<file path="src/rtl/sw_pkg.sv">
// sw_pkg: shared types and BCD helpers for the stopwatch core.
//   state_t    : controller states STOP / RUN / ADJUST
//   bcd_t      : one BCD digit (0..9)
//   bcd_pair_t : tens/ones digit pair (one MM or SS field)
//   sw_count_t : full MM:SS count, packs to {min_tens,min_ones,sec_tens,sec_ones}
`timescale 1ns/1ps
package sw_pkg;

  typedef enum logic [1:0] {STOP, RUN, ADJUST} state_t;

  typedef logic [3:0] bcd_t;

  typedef struct packed {
    bcd_t tens;
    bcd_t ones;
  } bcd_pair_t;

  typedef struct packed {
    bcd_pair_t mins;
    bcd_pair_t secs;
  } sw_count_t;

  localparam int SEC_MAX = 59;

  function automatic int pair_val(bcd_pair_t p);
    return int'(p.tens) * 10 + int'(p.ones);
  endfunction

  // Only ever called with elaboration-time constants.
  function automatic bcd_pair_t to_pair(int v);
    bcd_pair_t r;
    r.tens = 4'(v / 10);
    r.ones = 4'(v % 10);
    return r;
  endfunction

  // +1 with wrap to 00 once the field sits at max_v.
  function automatic bcd_pair_t pair_inc(bcd_pair_t p, int max_v);
    bcd_pair_t r;
    if (pair_val(p) >= max_v) begin
      r = '0;
    end else if (p.ones == 4'd9) begin
      r.tens = p.tens + 4'd1;
      r.ones = 4'd0;
    end else begin
      r.tens = p.tens;
      r.ones = p.ones + 4'd1;
    end
    return r;
  endfunction

  // -1 with wrap from 00 up to max_v.
  function automatic bcd_pair_t pair_dec(bcd_pair_t p, int max_v);
    bcd_pair_t r;
    if (pair_val(p) == 0) begin
      r = to_pair(max_v);
    end else if (p.ones == 4'd0) begin
      r.tens = p.tens - 4'd1;
      r.ones = 4'd9;
    end else begin
      r.tens = p.tens;
      r.ones = p.ones - 4'd1;
    end
    return r;
  endfunction

endpackage

</file>
<file path="src/rtl/sw_tick_gen.sv">
// sw_tick_gen: free-running dividers producing one-cycle strobes.
//   i_clk, i_rst_n : clock, async active-low reset
//   o_sec_tick     : 1 clk high every SIM_DIV (if non-zero) else CLK_HZ cycles
//   o_adj_tick     : 1 clk high every CLK_HZ/ADJ_HZ cycles
`timescale 1ns/1ps
module sw_tick_gen #(
  parameter int CLK_HZ  = 100_000_000,
  parameter int ADJ_HZ  = 2,
  parameter int SIM_DIV = 0
) (
  input  logic i_clk,
  input  logic i_rst_n,
  output logic o_sec_tick,
  output logic o_adj_tick
);

  localparam int SEC_DIV = (SIM_DIV != 0) ? SIM_DIV : CLK_HZ;
  localparam int ADJ_DIV = CLK_HZ / ADJ_HZ;
  localparam int SEC_W   = (SEC_DIV > 1) ? $clog2(SEC_DIV) : 1;
  localparam int ADJ_W   = (ADJ_DIV > 1) ? $clog2(ADJ_DIV) : 1;

  logic [SEC_W-1:0] r_sec_cnt;
  logic [ADJ_W-1:0] r_adj_cnt;
  logic             w_sec_wrap;
  logic             w_adj_wrap;

  assign w_sec_wrap = (r_sec_cnt == SEC_W'(SEC_DIV - 1));
  assign w_adj_wrap = (r_adj_cnt == ADJ_W'(ADJ_DIV - 1));

  always_ff @(posedge i_clk or negedge i_rst_n) begin
    if (!i_rst_n) begin
      r_sec_cnt <= '0;
      r_adj_cnt <= '0;
    end else begin
      r_sec_cnt <= w_sec_wrap ? '0 : r_sec_cnt + SEC_W'(1);
      r_adj_cnt <= w_adj_wrap ? '0 : r_adj_cnt + ADJ_W'(1);
    end
  end

  assign o_sec_tick = w_sec_wrap;
  assign o_adj_tick = w_adj_wrap;

endmodule

</file>
<file path="src/rtl/stopwatch_core.sv">
// stopwatch_core: MM:SS BCD stopwatch / count-down timer with adjust and lap.
//   clk      : single clock          RESET_N : async active-low reset
//   PAUSE    : button, edge toggles run/stop
//   ADJ      : level, high = adjust mode   SEL : adjust field (0 min, 1 sec)
//   DOWN     : level, 1 = count down       LAP : button, edge toggles freeze
//   digits   : {min_tens,min_ones,sec_tens,sec_ones}
//   running  : high in RUN     expired : 1 clk pulse when count-down hits 00:00
//   lap_hold : high while the display is frozen
`timescale 1ns/1ps
module stopwatch_core
  import sw_pkg::*;
#(
  parameter int CLK_HZ  = 100_000_000,
  parameter int ADJ_HZ  = 2,
  parameter int MAX_MIN = 59,
  parameter int SIM_DIV = 0
) (
  input  logic        clk,
  input  logic        RESET_N,
  input  logic        PAUSE,
  input  logic        ADJ,
  input  logic        SEL,
  input  logic        DOWN,
  input  logic        LAP,
  output logic [15:0] digits,
  output logic        running,
  output logic        expired,
  output logic        lap_hold
);

  localparam int B_PAUSE = 4;
  localparam int B_LAP   = 3;
  localparam int B_ADJ   = 2;
  localparam int B_SEL   = 1;
  localparam int B_DOWN  = 0;

  // ---- input synchronisers + edge detect ----
  logic [4:0] w_raw;
  logic [4:0] r_sync1, r_sync2;
  logic       r_pause_d, r_lap_d;
  logic       w_pause_edge, w_lap_edge, w_adj, w_sel, w_down;

  assign w_raw = {PAUSE, LAP, ADJ, SEL, DOWN};

  always_ff @(posedge clk or negedge RESET_N) begin
    if (!RESET_N) begin
      r_sync1   <= '0;
      r_sync2   <= '0;
      r_pause_d <= 1'b0;
      r_lap_d   <= 1'b0;
    end else begin
      r_sync1   <= w_raw;
      r_sync2   <= r_sync1;
      r_pause_d <= r_sync2[B_PAUSE];
      r_lap_d   <= r_sync2[B_LAP];
    end
  end

  assign w_pause_edge = r_sync2[B_PAUSE] & ~r_pause_d;
  assign w_lap_edge   = r_sync2[B_LAP]   & ~r_lap_d;
  assign w_adj        = r_sync2[B_ADJ];
  assign w_sel        = r_sync2[B_SEL];
  assign w_down       = r_sync2[B_DOWN];

  // ---- tick generator ----
  logic w_sec_tick, w_adj_tick;

  sw_tick_gen #(
    .CLK_HZ (CLK_HZ),
    .ADJ_HZ (ADJ_HZ),
    .SIM_DIV(SIM_DIV)
  ) u_tick (
    .i_clk     (clk),
    .i_rst_n   (RESET_N),
    .o_sec_tick(w_sec_tick),
    .o_adj_tick(w_adj_tick)
  );

  // ---- state ----
  state_t    r_state, w_state_nxt;
  sw_count_t r_count, w_count_nxt;
  sw_count_t r_lap_val, w_lap_val_nxt;
  logic      r_lap_hold, w_lap_hold_nxt;
  logic      r_expired, w_expired_nxt;

  always_ff @(posedge clk or negedge RESET_N) begin
    if (!RESET_N) begin
      r_state    <= STOP;
      r_count    <= '0;
      r_lap_val  <= '0;
      r_lap_hold <= 1'b0;
      r_expired  <= 1'b0;
    end else begin
      r_state    <= w_state_nxt;
      r_count    <= w_count_nxt;
      r_lap_val  <= w_lap_val_nxt;
      r_lap_hold <= w_lap_hold_nxt;
      r_expired  <= w_expired_nxt;
    end
  end

  // ---- candidate next counts ----
  sw_count_t w_cnt_up, w_cnt_dn, w_cnt_adj;
  logic      w_is_zero;

  assign w_is_zero = (r_count == '0);

  always_comb begin
    w_cnt_up = r_count;
    if (r_count.secs == to_pair(SEC_MAX)) begin
      w_cnt_up.secs = '0;
      w_cnt_up.mins = pair_inc(r_count.mins, MAX_MIN);
    end else begin
      w_cnt_up.secs = pair_inc(r_count.secs, SEC_MAX);
    end

    // Minutes are never zero here when seconds are zero: the 00:00 case is
    // caught before this value is used.
    w_cnt_dn      = r_count;
    w_cnt_dn.secs = pair_dec(r_count.secs, SEC_MAX);
    if (r_count.secs == '0)
      w_cnt_dn.mins = pair_dec(r_count.mins, MAX_MIN);

    // Adjust touches one field only, no carry.
    w_cnt_adj = r_count;
    if (w_sel) w_cnt_adj.secs = pair_inc(r_count.secs, SEC_MAX);
    else       w_cnt_adj.mins = pair_inc(r_count.mins, MAX_MIN);
  end

  // ---- next-state / datapath control ----
  always_comb begin
    w_state_nxt    = r_state;
    w_count_nxt    = r_count;
    w_expired_nxt  = 1'b0;
    w_lap_hold_nxt = r_lap_hold;
    w_lap_val_nxt  = r_lap_val;

    if (w_adj) begin
      // ADJ wins over any PAUSE edge or pending second tick.
      w_state_nxt = ADJUST;
      if (r_state == ADJUST && w_adj_tick) w_count_nxt = w_cnt_adj;
    end else begin
      unique case (r_state)
        STOP: begin
          if (w_pause_edge && !(w_down && w_is_zero)) w_state_nxt = RUN;
        end
        RUN: begin
          if (w_sec_tick) begin
            if (!w_down) begin
              w_count_nxt = w_cnt_up;
            end else if (w_is_zero) begin
              // Switched to count-down while at 00:00: stop, no underflow.
              w_state_nxt = STOP;
            end else begin
              w_count_nxt = w_cnt_dn;
              if (w_cnt_dn == '0) begin
                w_expired_nxt = 1'b1;
                w_state_nxt   = STOP;
              end
            end
          end
          if (w_pause_edge) w_state_nxt = STOP;
        end
        ADJUST:  w_state_nxt = STOP;
        default: w_state_nxt = STOP;
      endcase
    end

    if (w_state_nxt != RUN) begin
      w_lap_hold_nxt = 1'b0;
    end else if (r_state == RUN && w_lap_edge) begin
      w_lap_hold_nxt = ~r_lap_hold;
      if (!r_lap_hold) w_lap_val_nxt = r_count;
    end
  end

  assign digits   = r_lap_hold ? r_lap_val : r_count;
  assign running  = (r_state == RUN);
  assign expired  = r_expired;
  assign lap_hold = r_lap_hold;

endmodule

</file>
<file path="config.mk">
export PLATFORM = sky130hd
export DESIGN_NAME = stopwatch_core
export DESIGN_NICKNAME = d
export VERILOG_FILES = /design/src/rtl/sw_pkg.sv /design/src/rtl/sw_tick_gen.sv /design/src/rtl/stopwatch_core.sv
export SDC_FILE = /design/constraint.sdc
export NUM_CORES = 1
export LEC_CHECK = 0
export ABC_CLOCK_PERIOD_IN_PS = 4200
export BUFFER_PORTS_ARGS = -buffer_cell sky130_fd_sc_hd__clkbuf_2
export CAP_MARGIN = 10
export CORE_UTILIZATION = 50
export CTS_CLUSTER_SIZE = 12
export DETAILED_ROUTE_END_ITERATION = 7
export GPL_ROUTABILITY_DRIVEN = 0
export PLACE_DENSITY = 0.75
export SYNTH_ARGS = -nofsm -noshare
export SYNTH_HDL_FRONTEND = slang
export SYNTH_SLANG_ARGS = --single-unit
export TNS_END_PERCENT = 10
</file>
<file path="constraint.sdc">
create_clock -name clk -period 4.2 [get_ports clk]
set_input_delay 0.84 -clock clk [delete_from_list [all_inputs] [get_ports clk]]
set_output_delay 0.84 -clock clk [all_outputs]
set_load 0.03 [all_outputs]
</file>
== Word level (Yosys, flattened, before mapping) ==
Cells that the tools add are included.

* Divide/modulo/power cells: 0
* Multiply operators: 2
* Shift operators: 0
* Multiplexer cells: 38
* Eq/ne operators: 12
* Order comparisons: 2
* Add/subtract/negate cells: 12
* Bitwise operators: 6
* Reduce and logical (&&, ||, !) cells: 20

{| class="wikitable"
|+ Operators by type and width
! kind !! number
|-
| two-way mux 16 bit || 7
|-
| two-way mux 8 bit || 13
|-
| logical NOT 32 bit || 2
|-
| logical NOT 16 bit || 2
|-
| adder 27 x 1 -> 27 bit, second input constant || 1
|-
| == test 27 bit, second input constant || 1
|-
| two-way mux 27 bit || 1
|-
| adder 26 x 1 -> 26 bit, second input constant || 1
|-
| == test 26 bit, second input constant || 1
|-
| two-way mux 26 bit || 1
|-
| adder 8 x 4 -> 9 bit || 2
|-
| greater-or-equal comparator 9 x 6 -> 1 bit, second input constant || 2
|-
| adder 4 x 1 -> 4 bit, second input constant || 4
|-
| subtractor 4 x 1 -> 4 bit, second input constant || 4
|-
| multiplier 4 x 3 -> 7 bit, second input constant || 2
|-
| two-way mux 2 bit || 7
|-
| == test 4 bit, second input constant || 2
|-
| == test 8 x 7 -> 1 bit, second input constant || 1
|-
| logical NOT 4 bit || 2
|-
| logical NOT 8 bit || 1
|-
| two-way mux 1 bit || 8
|-
| AND reduction 6 bit || 1
|-
| nonzero test 2 bit || 3
|-
| AND reduction 5 bit || 1
|-
| other kinds (13) || 22
|}

* Memories: 0
* Word-level logic and storage cells: 109
* Latch bits: 0
* RAM bits: 0
* Output and inout bits: 19
* Bits in read-only memories: 0
* Register bits: 101

== Logic depth before layout (Yosys ltp) ==
Gate-level depths: netlist of the first run.

* Depth in word-level cells: 16
* Mapped depth: 12
* Mapped depth without buffers: 10

== Modules after synthesis ==
Synthesis of the first run repeated with hierarchy kept, for this count alone.

* Cells, all modules: 672
* Area total of the unflattened synthesis: 6368.6 um2

{| class="wikitable"
|+ Modules (own cells, without submodules)
! module !! cells each !! area each (um2) !! sequential area each (um2) !! instances
|-
| stopwatch_core || 399 || 3677.3 || 1201.2 || 1
|-
| sw_tick_gen || 273 || 2691.3 || 1326.3 || 1
|}

== Worst setup path before layout of the first run ==
OpenSTA, ideal clock, no wires.

* Path kind: flip-flop to flip-flop
* Start point: reg r_count[13] (netlist bit)
* End point: reg r_count[13] (netlist bit)
* Setup time: 0.134 ns
* Path buffers: 0
* Data required time: 4.066 ns
* Clock period less this slack: 3.185 ns
* Setup slack: 1.015 ns
* Data arrival time: 3.051 ns
* Stages on the path, launching flop included: 11
* Cells stage by stage: dfrtp_1 > ha_1 > ha_1 > fa_1 > or3_1 > a2111oi_0 > o21ai_0 > a211oi_1 > nor3_1 > o31ai_1 > o21ai_0

* Word-level cells in the longest chain between the ends: 10

{| class="wikitable"
|+ Ends and longest elaborated chain
! what !! line !! source
|-
| start: declaration || stopwatch_core.sv:81 || <nowiki>sw_count_t r_count, w_count_nxt;</nowiki>
|-
| start signal: assignment || stopwatch_core.sv:95 || <nowiki>r_count <= w_count_nxt;</nowiki>
|-
| parallel branches: the longest is 10 deep, another holds adder 8 x 4 -> 9 bit || -- ||
|}

Several ways; the timed one is not identified. The select of a mux whose other input is x is not followed.
A chain may end at the register's enable or synchronous reset.

== Final worst setup path of the first run ==
* Start point: reg r_count[13] (netlist bit)
* End point: reg r_count[11] (netlist bit)

The elaborated chain is that of the path after synthesis.

==> impl_results.md, run 1 <==
* Critical path's slowest cell: a211oi_1
* WP buf/inv at 0
* CTS sink count at between 100 and 150
* Comb pwr share at roughly 2.3%
* Synth Net Count at 664
* Synth top area share at 41.5%
* Initial antenna violation count at 0
* Max_cap viols at 0
* 1st-pass router iterations at 8
* Max-slew violations at 0
* Setup bufs post-CTS at 0
* Final nets at 685
* Synth cell types at a little under 80
* Crit path capture: r_count[11]
* Post-synth EDFFs at 0
* Wire per inst at between 15 and 20 µm
* Leakage at about 3.1 nW
* Die Span X at 112 µm
* Outcome: finished, violations left
* Final ANT Viol Nets at 0
* Syn Area/Cell at between 9 and 10 µm²
* Post-route clock period utilization at about nine tenths
* Final Hold Fails at 0
* Final wirelength at ~13 mm
* CP most frequent cell: o21ai_0
* Hold WC Path Type: reg -> reg
* Asr flop ratio synth at 100%
* Synth-to-Final Area Change at 8.45%
* Mapped cell area at between 6000 and 7000 µm²
* Vias in the first global route at between 4000 and 5000
* Placed Cells at 777
* Cell Chain, Critical Path: ha_1, ha_1, fa_1, or3_1, a2111oi_0, o21ai_0, a211oi_1, o21ai_0, o31a_1, o21ai_0
* Fmax at around 0.26 GHz
* Port-buffer cells at 25
* P_int at between 0.001 and 0.0015 W
* Skew final at approximately 0.011 ns
* Delay-heaviest family, CP: compound AO/OA/AOI/OAI gates
* R2r startpoint: r_count[13]
* CTS Buffer Depth at 2
* TritonCTS clock tree: built
* Overflow left after global routing at 0
* GRT Total Usage at 21.9%
* Sw Ratio at 23.0%
* Max VDD drop at 0.187 mV
* Num ports at 26
* Synth Flop Type: dfrtp_1
* Largest net degree at the start of global routing at 87
* Most numerous cell in the Yosys netlist: dfrtp_1
* Fillcell total at between 900 and 1000
* Core ar. at roughly 12000 µm²
* Clk pin slew, worst setup/hold paths at around 0.080 ns
* Via-to-Cell Ratio at between 6 and 7
* Reg2reg setup slack at roughly 0.4 ns
* Reg area at roughly 2500 µm²
* FP Rows at 39
* Failing checks: DRC
* Setup TNS at 0 ns
* Share of cells above drive strength 1 at ~14%
* Resize count post-CTS at 0
* Crit Path Category: reg -> reg
* Initial DRC Count at 314
* Final Non-Filler Cells at about 790
* Reg power frac at around 52%
* Crit path from: r_count[13]
* Minimum clock period at roughly 3.8 ns
* Final Setup Violations at 0
* Synth Register Bits at around 100
* R2R Path End: r_count[11]
* CP max stage delay at 0.56 ns
* Skew-Pair Late Insertion Delay at about 0.35 ns
* Sw Pwr at roughly 0.00044 W
* Clk pwr share at between 40% and 50%
* Mapped Cells at approximately 620
* Final HPWL DP at 9.01 mm
* Leading area contributor after synthesis: dfrtp_1
* Slew headroom at roughly 30%
* Power Density at roughly 290 nW/µm²
* Crit path depth at 10
* Hold-fix buffers, CTS at 0
* Via count at 4768
* Synth top cells by count: dfrtp_1, nor2_1, nand2_1
* Seq/Total Area, Yosys at between 40 and 50%
* Clock Tree Root: clkbuf_16
* Worst path arrival time at around 4.1 ns
* Yosys Warn Count at 0
* Largest cells by area after synthesis: dfrtp_1, ha_1, xor2_1
* Startpoint type of the worst setup path: flip-flop
* Die Ht at roughly 110 µm
* Hold path startpoint: r_sync1[1]
* Setup crit end kind: flip-flop
* Die area at 12600 µm²
* N_diodes at 0
* Fin util at 56.8%
* Critical path peak fanout at 9
* Footprint of the multi-input gates at ~3300 µm²
* Req. time, crit path at 4.46 ns
* Initial Utilization at a little over half
* Residual DRC at 2
* Worst R2R Path Depth at 10
* Setup repair after global routing missed its margin: false
* First-pass GRT wire length at between 20 and 25 mm
* H-tree Lvls at 3
* Num CTS Buffers at 9
* Worst slew pin tran at ~1.1 ns
worst reg2reg max path, delay by kind of cell (launching register included):
kind	cells	cell delay, ns
AO/OA/AOI/OAI	6	1.81
adder cells (fa/ha/maj)	3	1.08
flip-flops	1	0.50
AND/OR/NAND/NOR	1	0.32
final cells by class:
cell class	instances	area share [%]
Clock buffer	9	3.41
Clock inverter	7	1.33
Inverter	22	1.25
Multi-Input combinational cell	480	50.4
Sequential cell	101	38.3
Tap cell	143	2.71
Timing Repair Buffer	31	2.62
flip-flops by register name (all words and copies together), names as in the netlist, 2 cells and up:
name and cells:
r_lap_val 16, u_tick.r_adj_cnt 26, u_tick.r_sec_cnt 27, r_state 2, r_sync2 5, r_count 16
r_sync1 5
cell families after synthesis:
| logic type | synth area share, % |
|---|---|
| simple gates | 22.6 |
| flops | 41.5 |
| mux | 4.83 |
| xor+xnor | 7.05 |
| buf+inv | 3.93 |
| compound gates | 12.8 |
| fa+ha+maj | 7.28 |
metal layers:
layer	wire [µm]	vias up	share of wire, %	GRT usage [%]
met5	0	-	0	0
met4	202	0	1.6	7.11
met3	690	25	5.4	4.37
met2	6150	136	48	35.9
met1	5800	2300	45	29.2
li1	-	2307	-	-
layout by cell type (no fill, tap or decap), drive strengths merged, types with 6 or more instances in the layout:
cell type  count
dfrtp        101
nor2          63
nand2         57
o21ai         43
clkbuf        33
xor2          30
ha            29
inv           27
nand3         25
a21oi         24
mux2          21
xnor2         19
nand4         15
and3          12
nor4          12
nor3          12
and4           9
or3            8
a211oi         7
buf            7
or2            6
o31ai          6
nor3b          6
stage by stage:
step | cell area [µm²] | worst slack [ns] | power (W) | hold WS, ns
floorplan | 6080 | 1.01 | 0.00102 | 0.331
global placement | 6280 | 0.691 | 0.00105 | 0.337
detailed placement | 6280 | 0.537 | 0.00105 | 0.336
CTS | 6600 | 0.532 | 0.00192 | 0.353
global route | 6600 | 0.0302 | 0.00197 | 0.371
finish | 6600 | 0.393 | 0.00190 | 0.349
worst min-delay path by stage:
| stage | to | slack, ns | depth (start not counted) |
|---|---|---|---|
| 4_1_cts | r_sync2[1] | 0.35 | 0 |
| 3_3_place_gp | r_sync2[2] | 0.34 | 0 |
| 3_5_place_dp | r_sync2[1] | 0.34 | 0 |
| 6_report | r_sync2[1] | 0.35 | 0 |
| 5_1_grt | r_sync2[2] | 0.37 | 0 |
| 2_1_floorplan | r_sync2[0] | 0.33 | 0 |
power groups by stage:
stage / Clock [W] / Sequential, W / Combinational (W)
floorplan: 0 / 0.00100 / 0.0000177
global placement: 0 / 0.00100 / 0.0000441
detailed placement: 0 / 0.00100 / 0.0000453
CTS: 0.000890 / 0.000982 / 0.0000457
global route: 0.000933 / 0.000983 / 0.0000515
finish: 0.000878 / 0.000982 / 0.0000444
Power figures use the tool's default switching activity.
==> inputs of run 2 (changes only) <==
--- a/config.mk
+++ b/config.mk
@@ -15,5 +15,5 @@
 export PLACE_DENSITY = 0.75
 export SYNTH_ARGS = -nofsm -noshare
 export SYNTH_HDL_FRONTEND = slang
+export SYNTH_HIERARCHICAL = 1
 export SYNTH_SLANG_ARGS = --single-unit
-export TNS_END_PERCENT = 10
==> run 2 against run 1 <==
The run now ends clean; sequential power hardly changed; sequential cell count stayed put; clock-buffer cell count stayed put; area after synthesis is 4.7% higher; hold slack worse by 0.0032 ns; cell count is 8.4% higher; global-route usage is 1.3 points higher; setup slack worse by 0.021 ns; routed wire length is 10% higher; maximum frequency is 0.56% lower; critical path type unchanged; highest routed layer unchanged.
==> impl_results.md, run 2 <==
* Outcome: finished, final reports clean
* Num CTS Buffers at 9 (unchanged)
* Final wirelength at 14.1 mm (+10%)
* Comb pwr share at 2.0% (-0.3 points)
* Crit Path Category: reg -> reg
* CP max stage delay at 0.61 ns (+0.05 ns)
* Clock Tree Root: clkbuf_16
* Syn Area/Cell at 9.48 µm² (-2.8%)
* Skew final at 0.0120 ns (+0.00130 ns)
* Clk pin slew, worst setup/hold paths at 0.08 ns (about the same)
* Final nets at 728 (+6.3%)
* Reg power frac at 51.2% (-0.4 points)
* Die Ht at 115 µm (+2.3%)
* Initial Utilization at 52.2% (-0.23 points)
* Setup repair after global routing missed its margin: false
* Final setup margin at 0.371 ns (-0.0215 ns)
* Max VDD drop at 0.204 mV (+9.5%)
* Most frequent cells in the layout: dfrtp_1, nand2_1, nor2_1, nand3_1, o21ai_0
* Sw Pwr at 0.000450 W (+2.8%)
* Synth cell types at 73 (-5.2%)
* Largest cells by area after synthesis: dfrtp_1, ha_1, nand2_1
* Hold-fix buffers, CTS at 0 (unchanged)
* Synth Net Count at 713 (+7.4%)
* Yosys Warn Count at 6 (+6)
* CTS sink count at 101 (unchanged)
* Via count at 5252 (+10%)
* Final ANT Viol Nets at 0 (unchanged)
* Largest net degree at the start of global routing at 55 (-37%)
* Req. time, crit path at 4.44 ns (-0.02 ns)
* H-tree Lvls at 3 (unchanged)
* TritonCTS clock tree: built
* Leakage at 3.04 nW (-2.1%)
* Max-slew violations at 0 (unchanged)
* Seq/Total Area, Yosys at 39.7% (-1.9 points)
* Asr flop ratio synth at 100% (unchanged)
* Vias in the first global route at 5083 (+7.9%)
* Setup TNS at 0 ns (unchanged)
* Largest register FFs at 27 (unchanged)
* Synth top area share at 39.7% (-1.9 points)
* Reg2reg setup slack at 0.37 ns (-0.02 ns)
* Die Span X at 115 µm (+2.3%)
* Commonest non-fill, non-tap cell in the layout: dfrtp_1
* Synth Register Bits at 101 (unchanged)
* Core ar. at 12200 µm² (+5.1%)
* P_int at 0.00147 W (+0.17%)
* CP most frequent cell: ha_1
* WP buf/inv at 1 (+1)
* Min Hold Slack at 0.346 ns (-0.00316 ns)
* Top Registers: u_tick/r_sec_cnt x27, u_tick/r_adj_cnt x26
* Leading area contributor after synthesis: dfrtp_1
* Initial antenna violation count at 0 (unchanged)
* Sw Ratio at 23.4% (+0.46 points)
* 1st-pass router iterations at 5 (-3)
* Mapped cell area at 6370 µm² (+4.7%)
* Most numerous cell in the Yosys netlist: dfrtp_1
* First-pass GRT wire length at 24.2 mm (+8.3%)
* Residual DRC at 0 (-2)
* Slew headroom at 35.1% (+5.5 points)
* Final Hold Fails at 0 (unchanged)
* N_diodes at 0 (unchanged)
* Cell Chain, Critical Path: ha_1, ha_1, fa_1, or4_1, a21oi_2, o21a_2, nand4b_1, a31o_1, buf_4, mux2_2
* Resize count post-CTS at 0 (unchanged)
* Final HPWL DP at 10.2 mm (+13%)
* Minimum clock period at 3.83 ns (+0.0215 ns)
* Largest register by flop count: u_tick/r_sec_cnt
* Mapped Cells at 672 (+7.7%)
* Critical path's slowest cell: dfrtp_1
* Setup crit end kind: flip-flop
* Synth top cells by count: dfrtp_1, nand2_1, nor2_1
* Post-route clock period utilization at 91.2% (+0.51 points)
* Initial DRC Count at 380 (+21%)
* Worst slew pin tran at 0.965 ns (-0.0914 ns)
* Dpl ws at 0.453 ns (-0.0849 ns)
* Overflow left after global routing at 0 (unchanged)
* Wire per inst at 16.5 µm (+1.6%)
* Die area at 13200 µm² (+4.6%)
* Port-buffer cells at 25 (unchanged)
* Final Setup Violations at 0 (unchanged)
* Synth Flop Type: dfrtp_1
* Hold WC Path Type: reg -> reg
* Skew-Pair Late Insertion Delay at 0.36 ns (about the same)
* Post-synth EDFFs at 0 (unchanged)
* Via-to-Cell Ratio at 6.11 (+1.6%)
* Delay-heaviest family, CP: adder cells
* Num ports at 26 (unchanged)
* Startpoint type of the worst setup path: flip-flop
* Share of cells above drive strength 1 at 13.4% (-0.71 points)
* FP Rows at 40 (+2.6%)
* GRT Total Usage at 23.1% (+1.3 points)
* Critical path peak fanout at 16 (+7)
* Max_cap viols at 0 (unchanged)
* CTS Buffer Depth at 2 (unchanged)
* Power Density at 277 nW/µm² (-4.2%)
* Worst path arrival time at 4.07 ns (about the same)
* Clk pwr share at 46.8% (+0.7 points)
* Setup bufs post-CTS at 0 (unchanged)
* Synth-to-Final Area Change at 8.94%
* Fmax at 0.261 GHz (-0.56%)
==> run 2: power by group through the flow <==
stage / combinational (W) / sequential, W / clock (W)
after global routing: 0.0000437 / 0.000983 / 0.000965
after CTS: 0.0000390 / 0.000982 / 0.000925
final: 0.0000380 / 0.000982 / 0.000899
after detailed placement: 0.0000390 / 0.00100 / 0
after floorplan: 0.0000130 / 0.00100 / 0
after global placement: 0.0000383 / 0.00100 / 0
==> run 2: layout make-up <==
type | count | area [µm²]
Timing Repair Buffer | 31 | 173
Sequential cell | 101 | 2530
Fill cell | 1066 | 5270
Tap cell | 168 | 210
Clock inverter | 7 | 100
Clock buffer | 9 | 225
Inverter | 24 | 90.1
Multi-Input combinational cell | 520 | 3610
==> run 2: cell families (layout without fill, tap and decap cells) <==
kind of cell / Yosys count / in the layout / synth area share (%)
mux: 21 / 21 / 4.30
flops: 101 / 101 / 39.7
simple gates: 288 / 288 / 25.5
fa+ha+maj: 34 / 34 / 7.15
compound gates: 137 / 137 / 14.0
xor+xnor: 40 / 40 / 5.62
buf+inv: 51 / 71 / 3.67
==> run 2: per-layer routing <==
metal  vias to the layer above  part of all wire [%]  track usage, %
met2                       174                    47            38.0
met4                         0                   2.0            7.88
met3                        33                   6.4            5.06
li1                       2506                     -               -
met5                         -                     0               0
met1                      2539                    45            30.3
==> run 2: through the flow <==
step	cell area [µm²]	power, W	utilization [%]	cells
6_report	6940	0.00192	56.8	860
5_1_grt	6940	0.00199	56.8	860
4_1_cts	6940	0.00195	56.8	860
3_5_place_dp	6610	0.00104	54.1	844
3_3_place_gp	6610	0.00104	54.1	844
2_1_floorplan	6370	0.00101	-	672
==> run 2: worst paths after layout <==
path,start,end,depth (start not counted)
setup / recovery,r_count[13],r_lap_val[15],10
hold / removal,r_sync1[0],r_sync2[0],0
setup reg to reg,r_count[13],r_lap_val[15],10
hold reg to reg,r_sync1[0],r_sync2[0],0
max in group asynchronous,RESET_N,r_count[10],2
min in group asynchronous,RESET_N,u_tick/r_adj_cnt[2],1
==> inputs of run 3 (changes only) <==
--- a/config.mk
+++ b/config.mk
@@ -8,12 +8,13 @@
 export ABC_CLOCK_PERIOD_IN_PS = 4200
 export BUFFER_PORTS_ARGS = -buffer_cell sky130_fd_sc_hd__clkbuf_2
 export CAP_MARGIN = 10
-export CORE_UTILIZATION = 50
+export CELL_PAD_IN_SITES_DETAIL_PLACEMENT = 1
+export CELL_PAD_IN_SITES_GLOBAL_PLACEMENT = 1
+export CORE_UTILIZATION = 49
 export CTS_CLUSTER_SIZE = 12
 export DETAILED_ROUTE_END_ITERATION = 7
 export GPL_ROUTABILITY_DRIVEN = 0
-export PLACE_DENSITY = 0.75
+export PLACE_DENSITY = 0.88
 export SYNTH_ARGS = -nofsm -noshare
 export SYNTH_HDL_FRONTEND = slang
-export SYNTH_HIERARCHICAL = 1
 export SYNTH_SLANG_ARGS = --single-unit
==> run 3 against run 2 <==
Sequential share of layout area increased by 1.8 points; routed wire length is 17% higher; maximum frequency grew 0.56%; clock power down 7.0%; critical path depth fell by 1; hold slack improved by 0.0037 ns; global-route usage is 5.0 points higher; clock-buffer cell count grew 1; largest cell class unchanged.
==> impl_results.md, run 3 (synthesis results as in run 1) <==
* Outcome: finished, final reports clean
* Vias in the first global route at 5466 (+7.5%)
* CTS sink count at 101 (unchanged)
* Most frequent cells in the layout: dfrtp_1, nor2_1, nand2_1, o21ai_0, xor2_1
* Initial antenna violation count at 0 (unchanged)
* Clock Tree Root: clkbuf_16
* H-tree Lvls at 3 (unchanged)
* Worst slew pin tran at 1.03 ns (+0.0623 ns)
* CP max stage delay at 0.75 ns (+0.14 ns)
* Largest register by flop count: u_tick.r_sec_cnt
* Skew-Pair Late Insertion Delay at 0.37 ns (about the same)
* Num CTS Buffers at 9 (unchanged)
* GRT Total Usage at 28.1% (+5.0 points)
* Clk pin slew, worst setup/hold paths at 0.08 ns (about the same)
* Via-to-Cell Ratio at 6.06 (-0.85%)
* Residual DRC at 0 (unchanged)
* Cell Chain, Critical Path: inv_1, ha_1, nor3b_2, nand3_1, o41a_2, a32o_1, nand2_1, a21oi_1, mux2_2
* Min Hold Slack at 0.349 ns (+0.00370 ns)
* Post-route clock period utilization at 90.7% (-0.50 points)
* N_diodes at 0 (unchanged)
* Commonest non-fill, non-tap cell in the layout: dfrtp_1
* Final nets at 685 (-5.9%)
* Crit path from: r_count[0]
* Max-slew violations at 0 (unchanged)
* Critical path's slowest cell: nor3b_2
* Crit path capture: r_count[7]
* Hold WC Path Type: reg -> reg
* Gr busiest metal: met2
* 1st-pass router iterations at 4 (-1)
* Fmax at 0.263 GHz (+0.56%)
* Startpoint type of the worst setup path: flip-flop
* TritonCTS clock tree: built
* Die Span X at 113 µm (-1.3%)
* Resize count post-CTS at 0 (unchanged)
* Met1 usage at 33.3% (+2.9 points)
* Fin util at 54.8% (-2.0 points)
* Reg2reg setup slack at 0.39 ns (+0.02 ns)
* Synth-to-Final Area Change at 8.68%
* Setup repair after global routing missed its margin: false
* Port-buffer cells at 25 (unchanged)
* R2R Path End: r_count[7]
* Largest register FFs at 27 (unchanged)
* Die Ht at 113 µm (-1.3%)
* Top Registers: u_tick.r_sec_cnt x27, u_tick.r_adj_cnt x26
* Req. time, crit path at 4.45 ns (about the same)
* FP Rows at 40 (unchanged)
* Hold-fix buffers, CTS at 0 (unchanged)
* Final Hold Fails at 0 (unchanged)
* Wire per inst at 20.3 µm (+23%)
* First-pass GRT wire length at 28.0 mm (+15%)
* Worst path arrival time at 4.06 ns (about the same)
* Placed Cells at 802 (-5.0%)
* Slew headroom at 31.5% (-3.6 points)
* Final Setup Violations at 0 (unchanged)
* CTS Buffer Depth at 2 (unchanged)
* Via count at 4953 (-5.7%)
* Critical path peak fanout at 15 (-1)
* Max_cap viols at 0 (unchanged)
* Final wirelength at 16.6 mm (+17%)
* Final Non-Filler Cells at 818 (-4.9%)
* Crit Path Category: reg -> reg
* Worst R2R Path Depth at 9 (-1)
* Share of cells above drive strength 1 at 14.2% (+0.71 points)
* Dpl ws at 0.543 ns (+0.0907 ns)
* R2r startpoint: r_count[0]
* Skew final at 0.0127 ns (+0.000735 ns)
* M3 GR Usage at 6.43% (+1.4 points)
* Setup TNS at 0 ns (unchanged)
* Power Density at 283 nW/µm² (+2.2%)
* Final HPWL DP at 11.4 mm (+12%)
* Leakage at 3.09 nW (+1.4%)
* Minimum clock period at 3.81 ns (-0.0212 ns)
* Initial Utilization at 50.4% (-1.7 points)
* Largest net degree at the start of global routing at 42 (-24%)
* Initial DRC Count at 213 (-44%)
* Final ANT Viol Nets at 0 (unchanged)
* Num ports at 26 (unchanged)
* Core ar. at 12100 µm² (-1.2%)
* Setup crit end kind: flip-flop
* Die area at 12900 µm² (-2.5%)
* Max VDD drop at 0.423 mV (+110%)
* Setup bufs post-CTS at 0 (unchanged)
* Met2 GRT Util at 48.7% (+11 points)
* Overflow left after global routing at 0 (unchanged)
* Final setup margin at 0.392 ns (+0.0212 ns)
-- run 3: cell count changes in the layout (fill, tap and decap cells not counted), sizes merged, moves of 5 or more --
cell,before,now
a21oi,36,24
and2,10,5
nand3,37,25
nand4,31,15
nand4b,6,1
nor2,46,63
nor4,7,12
o211ai,9,1
o21ai,36,43
o221ai,5,0
or2,0,6
or4,11,3
xor2,20,30
-- run 3: worst min-delay path by stage --
stage	startpoint	end	slack [ns]	depth (start not counted)
6_report	r_sync1[1]	r_sync2[1]	0.35	0
5_1_grt	r_sync1[1]	r_sync2[1]	0.37	0
4_1_cts	r_sync1[1]	r_sync2[1]	0.35	0
3_5_place_dp	r_sync1[1]	r_sync2[1]	0.34	0
3_3_place_gp	r_sync1[1]	r_sync2[1]	0.34	0
2_1_floorplan	r_sync1[0]	r_sync2[0]	0.33	0
-- run 3: area by class of cell --
type	instances	area [µm²]
multi-input cells	480	3320
well taps	168	210
clock inverters	6	56.3
fillers	1359	5450
inverters	22	82.6
flip-flops and latches	101	2530
repair buffers	31	173
clock buffers	10	239
-- run 3: per-layer routing --
| metal | part of all wire, % | up-vias |
|---|---|---|
| li1 | - | 2293 |
| met1 | 41 | 2476 |
| met2 | 51 | 134 |
| met3 | 4.6 | 50 |
| met4 | 3.7 | 0 |
| met5 | 0 | - |
-- run 3: worst max-delay path: cells and delay by family (launching register included) --
kind,cells,cell delay [ns]
buf+inv,1,0.16
compound gates,3,0.98
simple gates,3,1.48
mux,1,0.29
flops,1,0.51
fa+ha+maj,1,0.27
-- run 3: where the power goes --
part	total (W)	internal (W)	switching (W)
Combinational	0.0000484	0.0000110	0.0000375
Sequential	0.000984	0.000978	0.00000576
Clock	0.000836	0.000428	0.000408
Total	0.00187	0.00142	0.000452
-- run 3: stage by stage --
stage               instance area, µm²  power (W)
global placement                  6320    0.00105
floorplan                         6080    0.00102
finish                            6610    0.00187
CTS                               6610    0.00188
global route                      6610    0.00192
detailed placement                6320    0.00105
